==> config.mk <==
export PLATFORM = sky130hd
export DESIGN_NAME = dnn_fc_layer_seq
export DESIGN_NICKNAME = d
export VERILOG_FILES = /design/src/rtl/dnn_fc_layer_seq.sv
export SDC_FILE = /design/constraint.sdc
export NUM_CORES = 1
export LEC_CHECK = 0
export ABC_AREA = 0
export BUFFER_PORTS_ARGS = -buffer_cell sky130_fd_sc_hd__buf_2
export CAP_MARGIN = 20
export CORE_ASPECT_RATIO = 0.5
export CORE_MARGIN = 1.5
export CORE_UTILIZATION = 64
export DETAILED_ROUTE_END_ITERATION = 6
export PLACE_DENSITY = 0.91
export SYNTH_ARGS = -nofsm -noshare
export SYNTH_HDL_FRONTEND = slang
export SYNTH_SLANG_ARGS = --single-unit
export TNS_END_PERCENT = 5
==> constraint.sdc <==
create_clock -name clk -period 11.5 [get_ports clk]
set_input_delay 2.3 -clock clk [delete_from_list [all_inputs] [get_ports clk]]
set_output_delay 2.3 -clock clk [all_outputs]
set_load 0.02 [all_outputs]
==> src/rtl/dnn_fc_layer_seq.sv <==
// Time-multiplexed fully-connected layer: one input element per cycle into N_OUT signed
// accumulators, then saturated (optionally ReLU-clamped) results behind a valid/ready handshake.
module dnn_fc_layer_seq #(
   parameter int unsigned N_IN  = 4,
   parameter int unsigned N_OUT = 2,
   parameter int unsigned X_W   = 7,
   parameter int unsigned W_W   = 5,
   parameter int unsigned ACC_W = 20,
   parameter int unsigned RELU  = 0
) (
   input  logic                        clk,
   input  logic                        rst,
   input  logic                        in_valid,
   output logic                        in_ready,
   input  logic [N_IN*X_W-1:0]         x_flat,
   input  logic [N_IN*N_OUT*W_W-1:0]   w_flat,
   output logic                        out_valid,
   input  logic                        out_ready,
   output logic [N_OUT*ACC_W-1:0]      out_flat,
   output logic                        busy
);

   localparam int unsigned AW = X_W + W_W + $clog2(N_IN) + 1;
   localparam int unsigned IW = (N_IN > 1) ? $clog2(N_IN) : 1;
   localparam int unsigned EW = (AW > ACC_W) ? AW : ACC_W;
   localparam logic [EW-1:0] SatMax = (EW'(1) << (ACC_W - 1)) - EW'(1);
   localparam logic [EW-1:0] SatMin = ~SatMax;

   typedef enum logic [1:0] {StIdle, StAccum, StDone} state_e;

   state_e                      state_q, state_d;
   logic [N_IN*X_W-1:0]         x_q, x_d;
   logic [N_IN*N_OUT*W_W-1:0]   w_q, w_d;
   logic [IW-1:0]               idx_q, idx_d;
   logic signed [AW-1:0]        acc_q [N_OUT];
   logic signed [AW-1:0]        acc_d [N_OUT];
   logic signed [AW-1:0]        acc_sum [N_OUT];
   logic [N_OUT*ACC_W-1:0]      out_q, out_d;
   logic signed [X_W-1:0]       x_sel;
   logic signed [W_W-1:0]       w_sel [N_OUT];

   // Clamp to the ACC_W range in a width wide enough for both the accumulator and the output.
   function automatic logic [ACC_W-1:0] sat_relu(input logic signed [AW-1:0] a);
      logic signed [EW-1:0] e;
      logic signed [EW-1:0] r;
      e = EW'(a);
      if (e > $signed(SatMax)) begin
         r = $signed(SatMax);
      end else if (e < $signed(SatMin)) begin
         r = $signed(SatMin);
      end else begin
         r = e;
      end
      if ((RELU != 0) && r[EW-1]) begin
         r = '0;
      end
      return r[ACC_W-1:0];
   endfunction

   always_comb begin
      x_sel = x_q[int'(idx_q)*X_W +: X_W];
      for (int j = 0; j < N_OUT; j++) begin
         w_sel[j]   = w_q[(j*N_IN + int'(idx_q))*W_W +: W_W];
         acc_sum[j] = acc_q[j] + AW'(x_sel) * AW'(w_sel[j]);
      end
   end

   always_comb begin
      state_d   = state_q;
      x_d       = x_q;
      w_d       = w_q;
      idx_d     = idx_q;
      acc_d     = acc_q;
      out_d     = out_q;
      in_ready  = (state_q == StIdle);
      out_valid = (state_q == StDone);
      busy      = (state_q != StIdle);
      case (state_q)
         StIdle: begin
            if (in_valid) begin
               x_d     = x_flat;
               w_d     = w_flat;
               idx_d   = '0;
               state_d = StAccum;
               for (int j = 0; j < N_OUT; j++) acc_d[j] = '0;
            end
         end
         StAccum: begin
            acc_d = acc_sum;
            idx_d = idx_q + IW'(1);
            if (idx_q == IW'(N_IN - 1)) begin
               state_d = StDone;
               for (int j = 0; j < N_OUT; j++) out_d[j*ACC_W +: ACC_W] = sat_relu(acc_sum[j]);
            end
         end
         StDone: begin
            if (out_ready) state_d = StIdle;
         end
         default: state_d = StIdle;
      endcase
   end

   always_ff @(posedge clk) begin
      if (rst) begin
         state_q <= StIdle;
         x_q     <= '0;
         w_q     <= '0;
         idx_q   <= '0;
         out_q   <= '0;
         for (int j = 0; j < N_OUT; j++) acc_q[j] <= '0;
      end else begin
         state_q <= state_d;
         x_q     <= x_d;
         w_q     <= w_d;
         idx_q   <= idx_d;
         out_q   <= out_d;
         for (int j = 0; j < N_OUT; j++) acc_q[j] <= acc_d[j];
      end
   end

   assign out_flat = out_q;

endmodule

==> results of run 1 <==
routing by layer:
layer | wire (um) | track usage (%) | vias to the layer above
met2 | 10700 | 54.3 | 365
li1 | - | - | 3512
met5 | 0 | 0 | -
met3 | 1730 | 7.04 | 58
met4 | 544 | 13.0 | 0
met1 | 9550 | 41.2 | 3647
sequential cells by signal (all words and copies together) (netlist names):
| register | flops |
|---|---|
| x_q | 28 |
| idx_q | 2 |
| state_q | 2 |
| acc_q | 30 |
| out_flat | 32 |
| w_q | 40 |
logic make-up after synthesis:
group,Yosys count,synth area share (%)
multiplexers,18,4.20
adder cells (fa/ha/maj),147,27.2
buffers and inverters,162,7.34
flip-flops,134,29.5
AO/OA/AOI/OAI,187,11.8
XOR/XNOR,29,2.79
AND/OR/NAND/NOR,356,17.2
worst paths after layout:
check                                              start                       end  slack (ps)  cells after the start
worst max-delay path               idx_q[0]$_SDFFE_PP0P_    acc_q[29]$_SDFFE_PP0P_        5710                     16
worst min-delay path            out_flat[8]$_SDFFE_PP0P_  out_flat[8]$_SDFFE_PP0P_         450                      2
worst max register to register     idx_q[0]$_SDFFE_PP0P_    acc_q[29]$_SDFFE_PP0P_        5710                     16
worst min register to register  out_flat[8]$_SDFFE_PP0P_  out_flat[8]$_SDFFE_PP0P_         450                      2
placed cells by master, fill, tap and decap left out, types with 6 or more instances in the layout:
| cell type | instances |
|---|---|
| clkbuf_16 | 17 |
| xor2_1 | 10 |
| o21ai_0 | 8 |
| and2_1 | 42 |
| ha_1 | 63 |
| a31oi_1 | 7 |
| inv_1 | 99 |
| fa_1 | 84 |
| nand3_1 | 24 |
| a21oi_1 | 125 |
| nand2_1 | 220 |
| inv_6 | 6 |
| xnor2_1 | 19 |
| a211oi_1 | 10 |
| mux4_2 | 16 |
| dfxtp_1 | 134 |
| nor3_1 | 6 |
| nor2_1 | 37 |
| buf_2 | 113 |
| buf_4 | 10 |
| nand2b_1 | 6 |
| o21ai_1 | 6 |
cell type report:
type,count,area [sq um]
Multi-Input combinational cell,737,5740
Tap cell,192,240
Fill cell,897,3460
Clock buffer,17,425
Clock inverter,15,134
Timing Repair Buffer,123,641
Sequential cell,134,2680
Inverter,100,375
per-stage QoR:
stage	cell area [sq um]	hold slack [ps]	util, %	instances	worst slack, ps
after floorplan	9090	425	-	1033	6240
after global placement	9680	437	70.7	1286	5930
after detailed placement	9680	443	70.7	1286	5810
after CTS	10200	452	74.7	1318	5740
after global routing	10200	472	74.7	1318	5410
final	10200	449	74.7	1318	5710
power groups by stage:
stage               sequential (W)  combinational, W  clock (W)
detailed placement        0.000511          0.000294          0
CTS                       0.000501          0.000299   0.000531
global route              0.000504          0.000338   0.000551
finish                    0.000502          0.000302   0.000531
floorplan                 0.000505          0.000225          0
global placement          0.000510          0.000281          0
critical path: stages, from the launching register on:
cell      delay (ps)
dfxtp_1          480
buf_4            360
mux4_2           640
or2_1            270
fa_1             510
fa_1             550
inv_1             60
fa_1             540
inv_1             60
fa_1             560
inv_1             70
ha_1             310
a211oi_1         230
o21bai_1         170
o21ai_0          390
nand3_1          190
a32o_1           300
==> metrics.md, run 1 <==
| Metric | Value |
|---|---|
| Final period demand of the worst path | 5790 ps |
| Die area | 15000 sq um |
| CTS tree | yes |
| Hold Fails Final Rpt | 0 |
| Synthesized flop and latch total | ~130 |
| Die width | 172 um |
| TritonRoute pass-1 iters | 7 |
| DRT iter0 DRCs | between 600 and 700 |
| Max-slew violation count | 0 |
| Layout area overhead | 12.7% |
| Layout cell share with drive strength beyond 1 | 16.0% |
| Final worst path period share | about 50% |
| Clock network fraction of total power | 39.8% |
| Top cell type's share of synthesized area | between 20% and 30% |
| # DRC | 0 |
| WL per Instance | between 15 and 20 um |
| Seq pwr share | between 30% and 40% |
| Port bufs | 114 |
| Post-synthesis sequential area ratio | between 20% and 30% |
| Comb power frac | a little under a quarter |
| Via count | around 7600 |
| Library cells used by synthesis | 50 |
| Post-cts sizing count | 0 |
| # setup viols final | 0 |
| Worst Max-Slew Pin Slew | a little over 1000 ps |
| Critical path launch point type | flop |
| Initial Util | 66.3% |
| Pleak | about 4.8 nW |
| Post-DP HPWL | 16.0 mm |
| Total I/O pin count | between 100 and 150 |
| Antenna diode count | 0 |
| Worst-path clk slew | 70 ps |
| Initial antenna violation count | 0 |
| Max VDD drop | ~90 uV |
| RSZ-0062 raised after global routing | no |
| Post-Syn Instances | between 1000 and 1500 |
| Clock Tree Buf Depth | 2 |
| Cts bufs inserted | 17 |
| Sw Ratio | roughly a third |
| Number of synthesized flops with an enable pin | 0 |
| CTS Hold Bufs | 0 |
| Max Cap Viol | 0 |
| Normalized max-slew margin | a little under a third |
| WP data arrival | 6110 ps |
| Post-Route WL | 22.5 mm |
| Placer Congestion | roughly 0.88 |
| Net Switching | around 0.00045 W |
| Critical path data required time | 11820 ps |
| Syn Std Cell Area | approximately 9000 sq um |
| Core area | between 10000 and 15000 sq um |
| Critical path peak fanout | 17 |
| CP endpoint kind | flop |
| CTS sink cnt | about 130 |
| Synth area leaders | dfxtp_1, fa_1, nand2_1 |
| Latest clock arrival within the worst-skew pair | around 430 ps |
| Post-CTS Setup Repair Bufs | 0 |
| Vias in the first global route | around 7700 |
| Internal power | 0.000889 W |
| Most frequent cells after synthesis | nand2_1, dfxtp_1, a21oi_1 |
| Vias/cell | ~5.8 |
| Grt total ovfl | 0 |
| Clock root cell | clkbuf_16 |
| Synthesized net count | about 1300 |
| Largest net degree at the start of global routing | 90 |
| Max Clk Rate | approximately 0.17 GHz |
| GRT Util Overall | 32.3% |
| Syn Area/Cell | approximately 8.8 sq um |
| Final nets | approximately 1300 |
| Clock Skew | about 8.8 ps |
| Yosys warning count | 0 |
| Status | finished clean |
| Pwr Density | around 130 nW/um^2 |
| H-tree depth | 4 |
| Post-synth top flop | dfxtp_1 |
| Count leader, synth | nand2_1 |
| Leading area contributor after synthesis | dfxtp_1 |
| Site Rows | 30 |
| WS Path Type | flop to flop |
| Hold Crit Class | flop to flop |
| Setup TNS Final | 0 ps |
| Die outline height | between 80 and 90 um |
| First-pass GRT wire length | between 30 and 40 mm |
| Post-DRT Antenna Nets | 0 |
| FFs w/ async S/R, synth | 0% |
| Final Power | ~0.0013 W |
No activity file was read; power rests on OpenSTA's default activity.
==> run 2: changes to the inputs <==
--- a/config.mk
+++ b/config.mk
@@ -10,9 +10,9 @@
 export CAP_MARGIN = 20
 export CORE_ASPECT_RATIO = 0.5
 export CORE_MARGIN = 1.5
-export CORE_UTILIZATION = 64
+export CORE_UTILIZATION = 59
 export DETAILED_ROUTE_END_ITERATION = 6
-export PLACE_DENSITY = 0.91
+export PLACE_DENSITY = 0.85
 export SYNTH_ARGS = -nofsm -noshare
 export SYNTH_HDL_FRONTEND = slang
 export SYNTH_SLANG_ARGS = --single-unit
==> constraint.sdc (replaced) <==
create_clock -name clk -period 5.4 [get_ports clk]
set_input_delay 1.08 -clock clk [delete_from_list [all_inputs] [get_ports clk]]
set_output_delay 1.08 -clock clk [all_outputs]
set_load 0.02 [all_outputs]
==> metrics.md, run 2 (synthesis results as in run 1) <==
| Metric | Value |
|---|---|
| Post-DP HPWL | roughly 17 mm |
| CP max-delay cell | mux4_2 |
| CTS sink cnt | approximately 130 |
| Fill cells | roughly 1100 |
| Normalized max-slew margin | between 30% and 40% |
| Setup TNS Final | 0 ps |
| WHS Path Cells | 2 |
| WS Path Type | flop to flop |
| Post-DRT Antenna Nets | 0 |
| Max FFs per register | 40 |
| Port bufs | 114 |
| Worst-path clk slew | 70 ps |
| RSZ-0062 raised after global routing | no |
| # DRC | 0 |
| Die outline height | 90.8 um |
| Grt total ovfl | 0 |
| Max VDD drop | 212 uV |
| Multi-input logic area | roughly 5800 sq um |
| Critical path data required time | between 5000 and 6000 ps |
| Crit-path leading delay family | adder cells |
| # setup viols final | 0 |
| Pleak | about 4.8 nW |
| Status | finished clean |
| Via count | 7619 |
| Hold Crit Class | flop to flop |
| Largest net degree at the start of global routing | between 80 and 90 |
| Layout cell share with drive strength beyond 1 | 17.9% |
| Max Clk Rate | ~0.19 GHz |
| Clock Tree Buf Depth | 2 |
| Core area | approximately 15000 sq um |
| Clock root cell | clkbuf_16 |
| Max-slew violation count | 0 |
| Reg2Reg Depth | 16 |
| Most flops, register | w_q |
| Worst Max-Slew Pin Slew | about 1000 ps |
| GRT Util Overall | between 30% and 40% |
| Initial Util | 61.7% |
| WP depth | 16 |
| Latest clock arrival within the worst-skew pair | about 430 ps |
| Die width | 179 um |
| DRT iter0 DRCs | between 600 and 700 |
| Initial antenna violation count | 0 |
| First-pass GRT wire length | just under 40 mm |
| CTS Hold Bufs | 0 |
| Pwr Density | 278 nW/um^2 |
| Worst hold margin | approximately 450 ps |
| CP endpoint kind | flop |
| Final Power | roughly 0.0029 W |
| Most frequent cells in the layout | nand2_1, dfxtp_1, a21oi_1, buf_2, inv_1 |
| Final nets | between 1000 and 1500 |
| Die area | around 16000 sq um |
| Crit path buffers/inverters | 3 |
| Layout area overhead | 14.8% |
| Clock Skew | 11.6 ps |
| Cts bufs inserted | 17 |
| Critical path launch point type | flop |
| Final period demand of the worst path | roughly 5200 ps |
| CTS tree | yes |
| H-tree depth | 4 |
| Final worst path period share | between 90% and 100% |
| Vias/cell | 5.70 |
| Most common cell after layout, fill and taps aside | nand2_1 |
| Site Rows | 31 |
| Total I/O pin count | 115 |
| Max Cap Viol | 0 |
| Antenna diode count | 0 |
| Cell mode on critical path | fa_1 |
| Hold Fails Final Rpt | 0 |
| CP max stage delay | just under 600 ps |
| Post-Route WL | 23.4 mm |
| Vias in the first global route | about 7700 |
| Critical path peak fanout | 7 |
| WL per Instance | ~17 um |
| WP data arrival | ~5600 ps |
| Worst path cell trace | mux4_2 -> or2_4 -> fa_1 -> fa_1 -> inv_1 -> fa_1 -> inv_1 -> fa_1 -> inv_1 -> ha_1 -> a211oi_1 -> o21bai_1 -> o21ai_1 -> o21ai_1 -> nor4b_1 -> a211o_1 |
| TritonRoute pass-1 iters | 5 |
| Placer Congestion | between 0.8 and 0.9 |
| FF/Latch Area | approximately 2700 sq um |
## run 2: tightest hold or removal path: cells and delay by family, from the launching register on
family          cells  cell delay, ps
flops               1             300
simple gates        1              50
compound gates      1              50
## run 2: layout make-up
class,instances,area share (%)
multi-input cells,737,55.3
repair buffers,136,7.35
flip-flops and latches,134,25.8
well taps,198,2.37
inverters,100,3.67
clock buffers,17,4.08
clock inverters,15,1.49
## run 2: routing by layer
layer  share of wire (%)  wire, um  GRT usage, %  vias up
met1                  44     10200          40.1     3686
met5                   0         0             0        -
met3                 8.3      1940          8.92       48
met4                 1.9       436          9.24        0
li1                    -         -             -     3544
met2                  46     10800          48.9      341
## run 2: path summary, 6_finish.rpt
path	slack [ps]	endpoint	startpoint
setup / recovery	150	out_flat[12]$_SDFFE_PP0P_	idx_q[0]$_SDFFE_PP0P_
hold / removal	450	out_flat[25]$_SDFFE_PP0P_	out_flat[25]$_SDFFE_PP0P_
setup reg to reg	150	out_flat[12]$_SDFFE_PP0P_	idx_q[0]$_SDFFE_PP0P_
hold reg to reg	450	out_flat[25]$_SDFFE_PP0P_	out_flat[25]$_SDFFE_PP0P_
## run 2: timing repair
action / in CTS / in global routing
pin swaps: 0 / 2
setup buffers: 0 / 7
gates resized for setup: 1 / 16
setup endpoints to repair: 1 / 23
## run 2: metrics by stage
step | setup slack (ps) | instances | util, % | instance area (sq um)
2_1_floorplan | 140 | 1033 | - | 9090
3_3_place_gp | 196 | 1298 | 66.2 | 9750
3_5_place_dp | 78.3 | 1298 | 66.2 | 9750
4_1_cts | 53.3 | 1330 | 70.1 | 10300
5_1_grt | 13.5 | 1337 | 70.8 | 10400
6_report | 154 | 1337 | 70.8 | 10400
## run 2: power by group
part           total (W)  leakage (nW)  switching [W]  internal, W
sequential       0.00107          1.09      0.0000297      0.00104
combinational   0.000663          3.47       0.000402     0.000261
clock            0.00117         0.286       0.000521     0.000653
